<file path="src/rtl/imm_fmt_pkg.sv">
// Immediate format definitions shared by the encoder: format codes, field widths,
// signedness, the AUTO search order and the encoder FSM states.
package imm_fmt_pkg;

    localparam int DataSize   = 32;
    localparam int FieldWidth = 24;
    localparam int AutoSteps  = 6;

    typedef logic [2:0] imm_code_t;

    localparam imm_code_t IMM5ZE  = 3'b000;
    localparam imm_code_t IMM15SE = 3'b001;
    localparam imm_code_t IMM15ZE = 3'b010;
    localparam imm_code_t IMM20SE = 3'b011;
    localparam imm_code_t IMM14SE = 3'b100;
    localparam imm_code_t IMM24SE = 3'b101;
    localparam imm_code_t IMM_BAD = 3'b110;
    localparam imm_code_t AUTO    = 3'b111;

    typedef enum logic [1:0] {
        ST_IDLE  = 2'd0,
        ST_CHECK = 2'd1,
        ST_DONE  = 2'd2
    } state_t;

    // Zero width marks a code with no field (invalid or AUTO): nothing fits it.
    function automatic int field_width(imm_code_t code);
        case (code)
            IMM5ZE:  return 5;
            IMM15SE: return 15;
            IMM15ZE: return 15;
            IMM20SE: return 20;
            IMM14SE: return 14;
            IMM24SE: return 24;
            default: return 0;
        endcase
    endfunction

    function automatic logic is_signed(imm_code_t code);
        return (code == IMM15SE) || (code == IMM20SE) ||
               (code == IMM14SE) || (code == IMM24SE);
    endfunction

    // Narrowest-first search order used in AUTO mode.
    function automatic imm_code_t auto_code(logic [2:0] idx);
        case (idx)
            3'd0:    return IMM5ZE;
            3'd1:    return IMM14SE;
            3'd2:    return IMM15SE;
            3'd3:    return IMM15ZE;
            3'd4:    return IMM20SE;
            default: return IMM24SE;
        endcase
    endfunction

endpackage

</file>
<file path="src/rtl/imm_fit_check.sv">
// Combinational fit test: decides whether value is exactly representable in the
// given format and produces the LSB-aligned packed field (zero when it does not fit).
module imm_fit_check
    import imm_fmt_pkg::*;
(
    input  logic [DataSize-1:0]   value,
    input  imm_code_t             code,
    output logic                  fit,
    output logic [FieldWidth-1:0] field
);

    always_comb begin
        int  width;
        logic se;
        logic ok;
        // NOTE: every output gets a default before any conditional update, so no latch is inferred.
        width = field_width(code);
        se    = is_signed(code);
        ok    = (width != 0);
        field = '0;

        // SE: all bits from n-1 upward must match the sign; ZE: all bits from n upward must be 0.
        for (int i = 0; i < DataSize; i++) begin
            if (se) begin
                if (i >= width - 1 && value[i] != value[DataSize-1]) ok = 1'b0;
            end else begin
                if (i >= width && value[i]) ok = 1'b0;
            end
        end

        for (int i = 0; i < FieldWidth; i++) begin
            if (ok && i < width) field[i] = value[i];
        end
        fit = ok;
    end

endmodule

</file>
<file path="src/rtl/imm_encode_unit.sv">
// Immediate encoder: packs a 32-bit value into a requested immediate format, or in AUTO
// mode searches one candidate per cycle for the narrowest format that holds it exactly.
module imm_encode_unit
    import imm_fmt_pkg::*;
(
    input  logic                  clk,
    input  logic                  rst,
    input  logic                  in_valid,
    output logic                  in_ready,
    input  logic [DataSize-1:0]   value,
    input  logic [2:0]            mode,
    output logic                  out_valid,
    input  logic                  out_ready,
    output logic [FieldWidth-1:0] imm_field,
    output logic [2:0]            imm_select,
    output logic                  fit
);

    state_t                state_q, state_d;
    logic [DataSize-1:0]   value_q;
    imm_code_t             mode_q;
    logic [2:0]            idx_q;
    logic [FieldWidth-1:0] field_q;
    imm_code_t             select_q;
    logic                  fit_q;

    imm_code_t             cand_code;
    logic                  chk_fit;
    logic [FieldWidth-1:0] chk_field;
    logic                  last_cand;

    assign cand_code = (mode_q == AUTO) ? auto_code(idx_q) : mode_q;
    assign last_cand = (mode_q != AUTO) || chk_fit || (idx_q == 3'(AutoSteps - 1));

    imm_fit_check u_fit_check (
        .value (value_q),
        .code  (cand_code),
        .fit   (chk_fit),
        .field (chk_field)
    );

    always_comb begin
        state_d = state_q;
        case (state_q)
            ST_IDLE:  if (in_valid)  state_d = ST_CHECK;
            ST_CHECK: if (last_cand) state_d = ST_DONE;
            ST_DONE:  if (out_ready) state_d = ST_IDLE;
            default:                 state_d = ST_IDLE;
        endcase
    end

    // NOTE: sequential state uses non-blocking assignments only, so every register sees pre-edge values.
    always_ff @(posedge clk or negedge rst) begin
        if (!rst) begin
            state_q  <= ST_IDLE;
            // NOTE: the latched operands are reset too, so the checker never sees X after reset.
            value_q  <= '0;
            mode_q   <= IMM5ZE;
            idx_q    <= '0;
            field_q  <= '0;
            select_q <= IMM5ZE;
            fit_q    <= 1'b0;
        end else begin
            state_q <= state_d;
            if (state_q == ST_IDLE && in_valid) begin
                value_q <= value;
                mode_q  <= mode;
                idx_q   <= '0;
            end
            if (state_q == ST_CHECK) begin
                idx_q <= idx_q + 3'd1;
                if (last_cand) begin
                    // An exhausted AUTO search reports the AUTO code itself with no fit.
                    if (mode_q == AUTO && !chk_fit) begin
                        field_q  <= '0;
                        select_q <= AUTO;
                        fit_q    <= 1'b0;
                    end else begin
                        field_q  <= chk_field;
                        select_q <= cand_code;
                        fit_q    <= chk_fit;
                    end
                end
            end
        end
    end

    assign in_ready   = (state_q == ST_IDLE);
    assign out_valid  = (state_q == ST_DONE);
    assign imm_field  = field_q;
    assign imm_select = select_q;
    assign fit        = fit_q;

endmodule

</file>
<file path="config.mk">
export PLATFORM = sky130hd
export DESIGN_NAME = imm_encode_unit
export DESIGN_NICKNAME = d
export VERILOG_FILES = /design/src/rtl/imm_fmt_pkg.sv /design/src/rtl/imm_fit_check.sv /design/src/rtl/imm_encode_unit.sv
export SDC_FILE = /design/constraint.sdc
export NUM_CORES = 1
export LEC_CHECK = 0
export ABC_AREA = 1
export CAP_MARGIN = 30
export CORE_MARGIN = 2
export CORE_UTILIZATION = 32
export DETAILED_ROUTE_END_ITERATION = 8
export SKIP_CTS_REPAIR_TIMING = 1
export SYNTH_ARGS = -nofsm -noshare
export SYNTH_HDL_FRONTEND = slang
export SYNTH_SLANG_ARGS = --single-unit
</file>
<file path="constraint.sdc">
create_clock -name clk -period 6.85 [get_ports clk]
set_input_delay 1.37 -clock clk [delete_from_list [all_inputs] [get_ports clk]]
set_output_delay 1.37 -clock clk [all_outputs]
set_load 0.01 [all_outputs]
</file>
Word-level counts from Yosys, hierarchy flattened
Cells that the tools add are included.
{"block": "op_classes", "muxes": 131, "reduce_logical": 103, "magnitude_cmp": 87, "n_eq_ne": 48, "addsub": 2}
{"op": "$ge 6x32->1 const A", "n": 15}
{"op": "$ge 5x32->1 const A", "n": 8}
{"op": "$ge 4x32->1 const A", "n": 4}
{"op": "$mux 1", "n": 120}
{"op": "$logic_and 1x1->1", "n": 89}
{"op": "$ge 5x5->1 const A", "n": 16}
{"op": "$ge 3x32->1 const A", "n": 2}
{"op": "$ge 4x5->1 const A", "n": 8}
{"op": "$lt 4x5->1 const A", "n": 8}
{"op": "$lt 5x5->1 const A", "n": 8}
{"op": "$ge 1x32->1 const A", "n": 1}
{"op": "$ge 2x32->1 const A", "n": 1}
{"op": "$reduce_bool 32->1", "n": 1}
{"op": "$ne 1x1->1", "n": 31}
{"op": "$pmux 5 s5", "n": 1}
{"op": "$mux 24", "n": 1}
{"op": "$ge 3x5->1 const A", "n": 4}
{"op": "$lt 3x5->1 const A", "n": 4}
{"op": "$eq 3x3->1 const B", "n": 5}
{"op": "$pmux 3 s5", "n": 1}
{"op": "$eq 3x2->1 const B", "n": 4}
{"op": "$mux 3", "n": 4}
{"op": "$ge 1x5->1 const A", "n": 2}
{"op": "$ge 2x5->1 const A", "n": 2}
{"op": "other kinds (20)", "n": 31}
{"block": "word_totals", "word_cells": 378, "ff_bits": 68, "in_bits": 39}

Longest topological paths before layout
{"block": "logic_depth", "depth_word": 77, "ltp_mapped": 30}

Modules after synthesis
A second synthesis with hierarchy kept.
{"block": "unflattened", "cells_unflattened": 587, "area_unflattened_um2": 4692.0}
{"module": "imm_encode_unit", "seq_area_each_um2": 1701.6, "cells_each": 251, "area_per_inst_um2": 2840.2, "n_inst": 1}
{"module": "imm_fit_check", "seq_area_each_um2": 0.0, "cells_each": 336, "area_per_inst_um2": 1851.8, "n_inst": 1}

Least setup slack after synthesis
Ideal clock, no wire load.
{"block": "synth_timing", "path_type": "register -> register", "start": "register idx_q[0]", "end": "register select_q[0] (netlist: imm_select[0])", "stages_incl_launch_ff": 28, "t_arrival_ns": 3.276, "setup_slack_ns": 3.457, "cell_sequence": "dfrtp_1 ha_1 a21oi_1 nand2_1 nand2_2 nand2_4 buf_8 nor2_4 nand2_1 nand2_2 inv_1 ha_1 nor4_1 nand2_1 nand2_1 nand3_1 a21oi_1 nand3_1 nor2_1 nand2_1 nor2_2 nand3_2 nand3_4 nand2_2 buf_6 buf_6 nand2_1 nand2_1"}
{"block": "synth_via", "elab_chain_len": 76}
{"item": "from (decl)", "line_no": "imm_encode_unit.sv:22", "rtl": "logic [2:0] idx_q;"}
{"item": "from (signal assigned)", "line_no": "imm_encode_unit.sv:71", "rtl": "idx_q <= idx_q + 3'd1;"}
{"item": "$eq 3x3->1, or another cell as far along", "line_no": "imm_fmt_pkg.sv:46", "rtl": "case (idx)"}
{"item": "$pmux 3 s5", "line_no": "imm_fmt_pkg.sv:46"}
{"item": "$mux 3", "line_no": "imm_encode_unit.sv:32", "rtl": "assign cand_code = (mode_q == AUTO) ? auto_code(idx_q) : mode_q;"}
{"item": "$eq 3x2->1 or $eq 3x1->1 (tied branches)", "line_no": "imm_fmt_pkg.sv:28, imm_fmt_pkg.sv:40"}
{"item": "$reduce_or 2->1 (no source line)"}
{"item": "$pmux 5 s5", "line_no": "imm_fmt_pkg.sv:28", "rtl": "case (code)"}
{"item": "$sub 5x1->6", "line_no": "imm_fit_check.sv:25", "rtl": "if (i >= width - 1 && value[i] != value[DataSize-1]) ok = 1'b0;"}
{"item": "$ge 1x32->1", "line_no": "imm_fit_check.sv:25"}
{"item": "[60 not listed]"}
{"item": "$mux 1", "line_no": "imm_fit_check.sv:24", "rtl": "if (se) begin"}
{"item": "$mux 1, on equally long branches", "line_no": "imm_fit_check.sv:27, imm_fit_check.sv:25"}
{"item": "$mux 1", "line_no": "imm_fit_check.sv:24"}
{"item": "$mux 1", "line_no": "imm_fit_check.sv:27", "rtl": "if (i >= width && value[i]) ok = 1'b0;"}
{"item": "$mux 1", "line_no": "imm_fit_check.sv:24"}
{"item": "$logic_not 1->1 or $logic_or 1x1->1 (tied branches)", "line_no": "imm_encode_unit.sv:74, imm_encode_unit.sv:33"}
{"item": "$logic_and 1x1->1 or $logic_or 1x1->1 (tied branches)", "line_no": "imm_encode_unit.sv:74, imm_encode_unit.sv:33"}
{"item": "$mux 3 or $reduce_and 2->1 (tied branches)"}
{"item": "to (signal assigned)", "line_no": "imm_encode_unit.sv:80", "rtl": "select_q <= cand_code;"}
{"item": "to (decl)", "line_no": "imm_encode_unit.sv:24", "rtl": "imm_code_t select_q;"}
Several ways; a longest one is shown, not always the timed one.
A chain may end at the register's enable or synchronous reset.

Worst setup path after layout
{"block": "layout_timing", "start": "register idx_q[0]", "end": "register field_q[22] (netlist: imm_field[22])"}
{"block": "layout_via", "elab_chain_len": 76}
{"item": "$eq 3x3->1, or another cell as far along", "line_no": "imm_fmt_pkg.sv:46"}
{"item": "$pmux 3 s5", "line_no": "imm_fmt_pkg.sv:46"}
{"item": "$mux 3", "line_no": "imm_encode_unit.sv:32"}
{"item": "$eq 3x2->1 or $eq 3x1->1 (tied branches)", "line_no": "imm_fmt_pkg.sv:28, imm_fmt_pkg.sv:40"}
{"item": "$reduce_or 2->1 (no source line)"}
{"item": "$pmux 5 s5", "line_no": "imm_fmt_pkg.sv:28"}
{"item": "$sub 5x1->6", "line_no": "imm_fit_check.sv:25"}
{"item": "$ge 1x32->1", "line_no": "imm_fit_check.sv:25"}
{"item": "[60 not listed]"}
{"item": "$mux 1", "line_no": "imm_fit_check.sv:24"}
{"item": "$mux 1, on equally long branches", "line_no": "imm_fit_check.sv:27, imm_fit_check.sv:25"}
{"item": "$mux 1", "line_no": "imm_fit_check.sv:24"}
{"item": "$mux 1", "line_no": "imm_fit_check.sv:27"}
{"item": "$mux 1", "line_no": "imm_fit_check.sv:24"}
{"item": "$logic_and 1x1->1, or another cell as far along", "line_no": "imm_fit_check.sv:32", "rtl": "if (ok && i < width) field[i] = value[i];"}
{"item": "$mux 1, or another cell as far along", "line_no": "imm_fit_check.sv:32"}
{"item": "$mux 24 or $reduce_and 2->1 (tied branches)"}
{"item": "to (signal assigned)", "line_no": "imm_encode_unit.sv:79", "rtl": "field_q <= chk_field;"}
{"item": "to (decl)", "line_no": "imm_encode_unit.sv:23", "rtl": "logic [FieldWidth-1:0] field_q;"}
Several ways; a longest one is shown, not always the timed one.

==> results.py <==
metrics = {
    "run_status": {
        "status": "finished, violations left",
        "violations": "design-rule violations",
    },
    "power_and_ir_drop": {
        "power.share.clock_pct": 21.1,
        "finalPower_mw": 2.21,
        "p_int_mw": 1.20,
        "peakVddDrop_mv": 0.165,
        "p_leak_nw": 2.53,
        "seq_power_share_pct": 29.3,
        "combPwrFrac_pct": 49.6,
        "power_density_mw_per_mm2": 448,
        "switching_power_mw": 1.01,
        "sw_frac_of_total_pct": 45.8,
    },
    "final_layout": {
        "area_delta_synth_final_pct": 29.3,
        "final_area_mm2": 0.00493,
        "final_common_cell": "nand2_1",
        "drive_gt1_share_pct": 9.39,
        "fin_nets": 630,
        "final_cell_mix": "nand2_1 (231), dfrtp_1 (68), clkdlybuf4s50_1 (67)",
        "antenna_cells": 0,
        "utilization_pct": 42.8,
    },
    "timing": {
        "slew_headroom_pct": 41.7,
        "hold-worst-slack_ns": 0.467,
        "rsz0062_at_grt": "no",
        "drv_slew": 0,
        "final.setup.tns_ns": 0,
        "finalClockSkew_ns": 0.00890,
        "hold_violations": 0,
        "min_period_ns": 4.00,
        "worst_slew_pin_slew_ns": 0.875,
        "setup_violations": 0,
        "fmax_mhz": 250,
        "period_share_pct": 58.4,
    },
    "worst_setup_path": {
        "cp_max_fo": 29,
        "cp-start-kind": "register",
        "rrSetupSlack_ns": 2.85,
        "crit_type": "register to register",
        "crit_start": "idx_q[0]",
        "crit_path_end_kind": "register",
        "reg2reg_depth": 26,
        "rr_startpoint": "idx_q[0]",
        "required_ns": 7.07,
        "r2r_end": "imm_field[22]",
        "endpoint": "imm_field[22]",
        "arrival_ns": 4.22,
    },
    "global_route": {
        "grt_pass1_wl_mm": 17.1,
        "use_met2_pct": 25.9,
        "grt_max_degree": 69,
        "grt_remaining_overflow": 0,
        "grtUsageTotal_pct": 16.9,
        "met1_usage_pct": 23.7,
        "busiest_layer": "met2",
        "grt_antenna_before_repair": 0,
        "grt_pass1_vias": 3400,
        "met3_usage_pct": 4.23,
    },
    "floorplanning": {
        "io-pin-count": 69,
        "rows": 39,
        "fp.dieArea_mm2": 0.0128,
        "die-height_um": 113,
        "core_mm2": 0.0115,
        "die_width_um": 113,
        "initial_core_util_pct": 33.1,
    },
    "route": {
        "wirelength_mm": 10.3,
        "dr.first_iter.drc_count": 157,
        "drc": 6,
        "vias": 3398,
        "viasPerCell": 4.66,
        "antenna_left": 0,
        "dr.pass1.iters": 7,
        "wire_per_inst_um": 14.1,
    },
    "yosys": {
        "synth_compound_area_share_pct": 4.82,
        "syn_area_mm2": 0.00382,
        "synth_top_family_by_area": "simple AND/OR/NAND/NOR gates",
        "syn-instance-count": 512,
        "yosys.area_share.simple_pct": 38.1,
        "seq_area_frac_synth_pct": 44.6,
        "avgSynthCellArea_um2": 7.45,
        "syn-num-nets": 560,
        "ys_ff_latch": 68,
        "ys_types": 36,
        "yosys_warnings": 0,
        "synth_xor_area_share_pct": 2.98,
        "synthAdderAreaFrac_pct": 2.95,
        "synth.mux.area_fraction_pct": 0,
    },
    "clocking": {
        "clockBufferDepth": 2,
        "clk_pin_slew_worst_paths_ns": 0.06,
        "cts-root-buf": "clkbuf_16",
        "clock_sinks": 68,
        "cts_buffers": 9,
        "htree_num_levels": 3,
        "cts_tree": "yes",
        "insertion_delay_ns": 0.33,
    },
    "placed_design": {
        "place_hpwl_mm": 7.75,
        "place_congestion": 0.897,
        "numPortBuffers": 68,
        "placed_area_mm2": 0.00463,
    },
    "min_path": {
        "hold_path_class": "register to register",
    },
    "run": {
        "cap_violations": 0,
    },
}
[registers in the layout (all words and copies together) (netlist names)]
name	flops
fit	1
idx_q	3
imm_field	24
imm_select	3
mode_q	3
state_q	2
value_q	32
[cell families (layout without fill, tap and decap cells)]
kind of cell	after synthesis	after routing
and+or+nand+nor	331	331
xor gates and xnor gates	13	13
adders and majority gates	9	9
buffers and inverters	58	132
DFF	68	68
AOI/OAI and AO/OA	33	33
[area by class of cell]
cell class	count	area [um^2]
repair buffers	72	713
flip-flops and latches	68	1700
well taps	143	179
fillers	1157	6580
multi-input cells	386	1860
clock buffers	11	253
clock inverters	4	48.8
inverters	45	174
[power groups by stage]
stage / logic [mW] / registers (mW) / clock network, mW
floorplan: 0.823 / 0.613 / 0
global placement: 1.10 / 0.652 / 0
detailed placement: 1.10 / 0.654 / 0
CTS: 1.11 / 0.648 / 0.475
global route: 1.26 / 0.665 / 0.497
finish: 1.10 / 0.647 / 0.466
[cell usage after synthesis]
library cell / n / area, um^2
inv_1: 40 / 150
inv_4: 2 / 12.5
ha_1: 9 / 113
buf_2: 1 / 5.00
dfrtp_1: 68 / 1700
buf_8: 1 / 15.0
buf_6: 2 / 22.5
nor2_1: 28 / 105
nor4_1: 3 / 18.8
nand3_2: 5 / 50.1
nand4_1: 7 / 43.8
o21ai_0: 18 / 90.1
o21ai_1: 3 / 15.0
xor2_1: 8 / 70.1
nand2_1: 231 / 867
or2_2: 1 / 6.26
nand3_1: 29 / 145
xnor2_1: 5 / 43.8
nor2_2: 6 / 37.5
o21bai_1: 1 / 7.51
o21bai_2: 1 / 11.3
nand3b_1: 1 / 7.51
nor3_2: 1 / 10.0
a21boi_0: 1 / 7.51
a21oi_2: 1 / 8.76
nand2_4: 2 / 22.5
clkinv_1: 1 / 3.75
inv_2: 2 / 7.51
nand2_2: 9 / 56.3
buf_1: 1 / 3.75
a21oi_1: 7 / 35.0
nor3_1: 3 / 15.0
a22o_1: 1 / 8.76
nand3_4: 2 / 35.0
nor2_4: 3 / 33.8
clkbuf_1: 8 / 30.0
[critical path: stages, from the launching register on]
cell     delay [ns]
dfrtp_1        0.42
inv_1          0.11
ha_1           0.18
nand2_1        0.07
nand2_1        0.09
nor2_2         0.05
nor2_4         0.18
inv_4          0.08
nand2_2        0.13
nand3_1        0.13
nand2_2        0.13
inv_1          0.10
ha_1           0.24
nor4_1         0.29
nand2_1        0.12
nand2_1        0.08
nand3_1        0.08
a21oi_1        0.13
nand3_1        0.11
nor2_1         0.11
nand2_1        0.06
nor2_2         0.11
nand3_2        0.13
nand3_4        0.15
nand2_2        0.37
nand2_1        0.17
nand2_1        0.06
[worst min-delay path by stage]
stage | from | endpoint | depth (start not counted)
after global placement | imm_field[3] | imm_field[3] | 2
after floorplan | value_q[4] | value_q[4] | 2
after detailed placement | imm_field[2] | imm_field[2] | 2
after global routing | imm_field[13] | imm_field[13] | 2
after CTS | imm_field[2] | imm_field[2] | 2
final | imm_field[2] | imm_field[2] | 2
[layer usage]
metal	vias up	wire length, um
met5	-	0
met4	0	142
met3	12	516
met2	99	4550
met1	1548	5080
li1	1739	-
[metrics by stage]
stage	std cells	worst slack [ns]
6_report	729	2.85
5_1_grt	729	2.28
3_5_place_dp	714	2.87
2_1_floorplan	512	3.46
4_1_cts	729	2.86
3_3_place_gp	713	2.91
Note: power is estimated with default switching activity, not from simulation.
==> RTL change 1, RTL diff (same flow settings) <==
Change the package constant `DataSize` from 32 to 64.
--- a/src/rtl/imm_fmt_pkg.sv
+++ b/src/rtl/imm_fmt_pkg.sv
@@ -2,7 +2,7 @@
 // signedness, the AUTO search order and the encoder FSM states.
 package imm_fmt_pkg;
 
-    localparam int DataSize   = 32;
+    localparam int DataSize   = 64;
     localparam int FieldWidth = 24;
     localparam int AutoSteps  = 6;
 
Ports: changed (resized value); port bits go from 69 to 101. The function was not compared with the original's and may differ.
==> RTL change 1 against the original RTL <==
- synthesized area grew 35%
- largest cell class is now flip-flops and latches
- sequential cell count increased by 32
- largest power group unchanged
- cell area is 34% higher
- utilization decreased by 1.0 points
- setup slack got worse by 0.89 ns
- power is 22% higher
- die area rose by 34%
- sequential share of layout area is 3.3 points higher
- wire length increased by 33%
==> RTL change 1: results (changes against the original RTL) <==
====================================================================================
Placement Cell Area                                                         6320 um2   +37%
Largest register FFs                                                              64   +100%
Worst reg2reg path endpoint                                             imm_field[19]
Post-layout instance count excluding filler cells                                987   +35%
Leakage power total                                                          3.25 nW   +28%
Final design area excluding fillers                                         6620 um2   +34%
Register area                                                               2500 um2   +47%
Estimated wirelength of the detail-placed design                            10200 um   +32%
Multi-input combinational area share                                           35.0%   -2.8 points
Result of the run                                                          completed
Synth top area cells                                                    sky130_fd_sc_hd__dfrtp_1 (49%), sky130_fd_sc_hd__nand2_1 (20%), sky130_fd_sc_hd__o21ai_0 (4.1%), sky130_fd_sc_hd__nand3_1 (4.0%), sky130_fd_sc_hd__inv_1 (3.6%)
Max-Slew Margin vs Limit                                                       34.8%   -6.9 points
Drt first-iter violations                                                        256   +63%
Endpoint with the worst hold slack                                      imm_select[0]
Register-to-register setup slack                                             1.96 ns   -0.89 ns
Worst supply voltage drop on vdd                                          0.000129 V   -22%
Fin Hold WS                                                                 0.476 ns   +0.00931 ns
Placed Cells incl. Taps                                                          972   +36%
Adder and majority cell fraction of the synthesized area                       2.19%   -0.76 points
Tap cell count                                                                   216   +51%
Final clock skew                                                           0.0125 ns   +0.00356 ns
Data arrival time of the critical path                                       5.12 ns   +0.90 ns
Number of inverters outside the clock class in the layout                         58   +29%
Net count after synthesis                                                        757   +35%
Multi-Input Combinational                                                        495   +28%
Largest net degree at the start of global routing                                 62   -10%
Per-instance average area after synthesis                                   7.60 um2   +2.0%
Final #Nets                                                                      847   +34%
Startpoint of the worst hold path                                       imm_select[0]
Clock buf/inv share                                                            4.42%   -1.7 points
GPL Wtd Cong                                                                   0.937   +4.6%
Avg WL per Cell                                                              13.9 um   -1.4%
First-pass GRT wire length                                                  22600 um   +32%
Total routing resource utilization after global routing                        17.1%   +0.11 points
Number of non-clock buffers                                                      103   +43%
Part of the Yosys area used for sequential elements                            48.6%   +4.0 points
Period utilization                                                             71.4%   +13 points
Parity-gate share of the synthesized area counting xor and xnor cells          1.53%   -1.5 points
====================================================================================
[RTL change 1: worst max-delay path: cells and delay by family, from the launching register on]
kind	cells	cell delay (ns)
compound gates	4	0.70
fa+ha+maj	2	0.42
flops	1	0.42
buf+inv	3	0.29
simple gates	15	2.92
[RTL change 1: power by group]
part | total (W) | switching (W) | internal [W] | leakage, nW
sequential | 0.000990 | 0.000190 | 0.000800 | 1.28
combinational | 0.00120 | 0.000795 | 0.000407 | 1.83
clock | 0.000506 | 0.000216 | 0.000291 | 0.138
total | 0.00270 | 0.00120 | 0.00150 | 3.25
[RTL change 1: per-layer routing]
layer  vias to the layer above  track usage, %  routed length [um]
met2                       105            27.7                6310
met3                        16            2.97                 593
met5                         -               0                   0
met1                      1998            23.5                6650
met4                         0            5.07                 183
li1                       2340               -                   -
==> RTL change 2, RTL diff (config.mk and constraints unchanged) <==
Without the edit above. Re-encode `state_t` (3 states) as one-hot, 3 bits wide.
--- a/src/rtl/imm_fmt_pkg.sv
+++ b/src/rtl/imm_fmt_pkg.sv
@@ -17,10 +17,10 @@
     localparam imm_code_t IMM_BAD = 3'b110;
     localparam imm_code_t AUTO    = 3'b111;
 
-    typedef enum logic [1:0] {
-        ST_IDLE  = 2'd0,
-        ST_CHECK = 2'd1,
-        ST_DONE  = 2'd2
+    typedef enum logic [2:0] {
+        ST_IDLE  = 3'b001,
+        ST_CHECK = 3'b010,
+        ST_DONE  = 3'b100
     } state_t;
 
     // Zero width marks a code with no field (invalid or AUTO): nothing fits it.
Formal check against the unedited RTL: same outputs for any inputs over 4 cycles, from zero or initial values and one cycle with rst low; so few cycles prove little.
==> RTL change 2 against the original RTL <==
- power down 26%
- cell area down 14%
- setup slack better by 0.89 ns
- sequential cell count up 1
- sequential share of layout area up 6.1 points
- global-route usage down 3.2 points
- fmax up 28%
- utilization up 0.73 points
- clock skew up 0.0035 ns
- combinational power down 47%
- synthesized area down 16%
- wire length down 31%
- critical path type is now flip-flop to primary output
- largest cell class is now flip-flops and latches
- largest power group is now sequential cells
==> RTL change 2: results (changes against the original RTL) <==
==================================================================================================
Result of the run                                                                        completed
Worst setup path startpoint                                                             state_q[0]
Endpoint with the worst hold slack                                                    imm_field[15]
Overall via count from detail_route                                                           2484   -27%
Total routing resource utilization after global routing                                      13.7%   -3.2 points
Max-Slew Margin vs Limit                                                                     41.7%   about the same
Met3 WL                                                                                     243 um   -53%
Met1 usage in global routing                                                                 17.5%   -6.2 points
Largest net degree at the start of global routing                                               70   +1.4%
Fill cell instance count of the final layout                                                   962   -17%
Register-to-register setup slack                                                           4.11 ns   +1.26 ns
Post-synth cell types                                                                           29   -19%
Parity-gate share of the synthesized area counting xor and xnor cells                       0.273%   -2.7 points
Per-instance average area after synthesis                                                 9.48 um2   +27%
First-pass GRT wire length                                                                11900 um   -30%
Category of cells accounting for the largest share of critical-path delay             buffers and inverters
End point of the critical path                                                            in_ready
Total wire length after detailed routing                                                   7080 um   -31%
Post-layout instance count excluding filler cells                                              549   -25%
Routing usage on met2                                                                        22.2%   -3.6 points
Clock transition time at the flip-flop clock pins of the worst setup and hold paths        0.08 ns   +0.02 ns
Largest fanout on the critical path                                                              4   -86%
Fraction of final layout cells sized beyond drive strength 1                                 17.8%   +8.4 points
Detailed-routing wirelength on met1                                                        3260 um   -36%
M3 GR Usage                                                                                  3.20%   -1.0 points
Sum of met2 wire segment lengths after detailed routing                                    3470 um   -24%
Startpoint of the worst hold path                                                     imm_field[15]
Root Driver                                                                           sky130_fd_sc_hd__clkbuf_8
Worst reg2reg path endpoint                                                           imm_field[3]
==================================================================================================
-- RTL change 2: metrics by stage --
| step | utilization (%) | setup slack [ns] | total power (W) | hold WS [ns] | cell area (um2) |
|---|---|---|---|---|---|
| 2_1_floorplan | - | 4.48 | 0.00108 | 0.443 | 3210 |
| 4_1_cts | 43.6 | 3.71 | 0.00165 | 0.478 | 4260 |
| 3_5_place_dp | 41.1 | 4.01 | 0.00125 | 0.458 | 4020 |
| 6_report | 43.6 | 3.74 | 0.00163 | 0.475 | 4260 |
| 3_3_place_gp | 41.1 | 4.05 | 0.00123 | 0.456 | 4020 |
| 5_1_grt | 43.6 | 3.66 | 0.00175 | 0.505 | 4260 |
-- RTL change 2: cell families after synthesis --
kind of cell             Yosys count
AND/OR/NAND/NOR                  182
flip-flops                        69
buffers and inverters             38
multiplexers                      29
AO/OA/AOI/OAI                     16
adder cells (fa/ha/maj)            4
XOR/XNOR                           1
-- RTL change 2: worst min-delay path: stages, from the launching register on --
cell and delay [ns]:
sky130_fd_sc_hd__dfrtp_1 0.35, sky130_fd_sc_hd__nand2_1 0.06, sky130_fd_sc_hd__nand2_1 0.04
-- RTL change 2: power breakdown --
part           switching, W  internal [W]
clock network      0.000152      0.000242
registers          0.000112      0.000541
logic              0.000324      0.000259
total              0.000588       0.00104
-- RTL change 2: cell type report --
cell class	instances	area, um2	area share (%)
timing repair buffer	72	706	16.6
clock inverter	6	111	2.61
multi-input combinational	232	1320	31.0
clock buffer	10	128	3.00
sequential	69	1730	40.6
tap	133	166	3.91
inverter	27	101	2.38
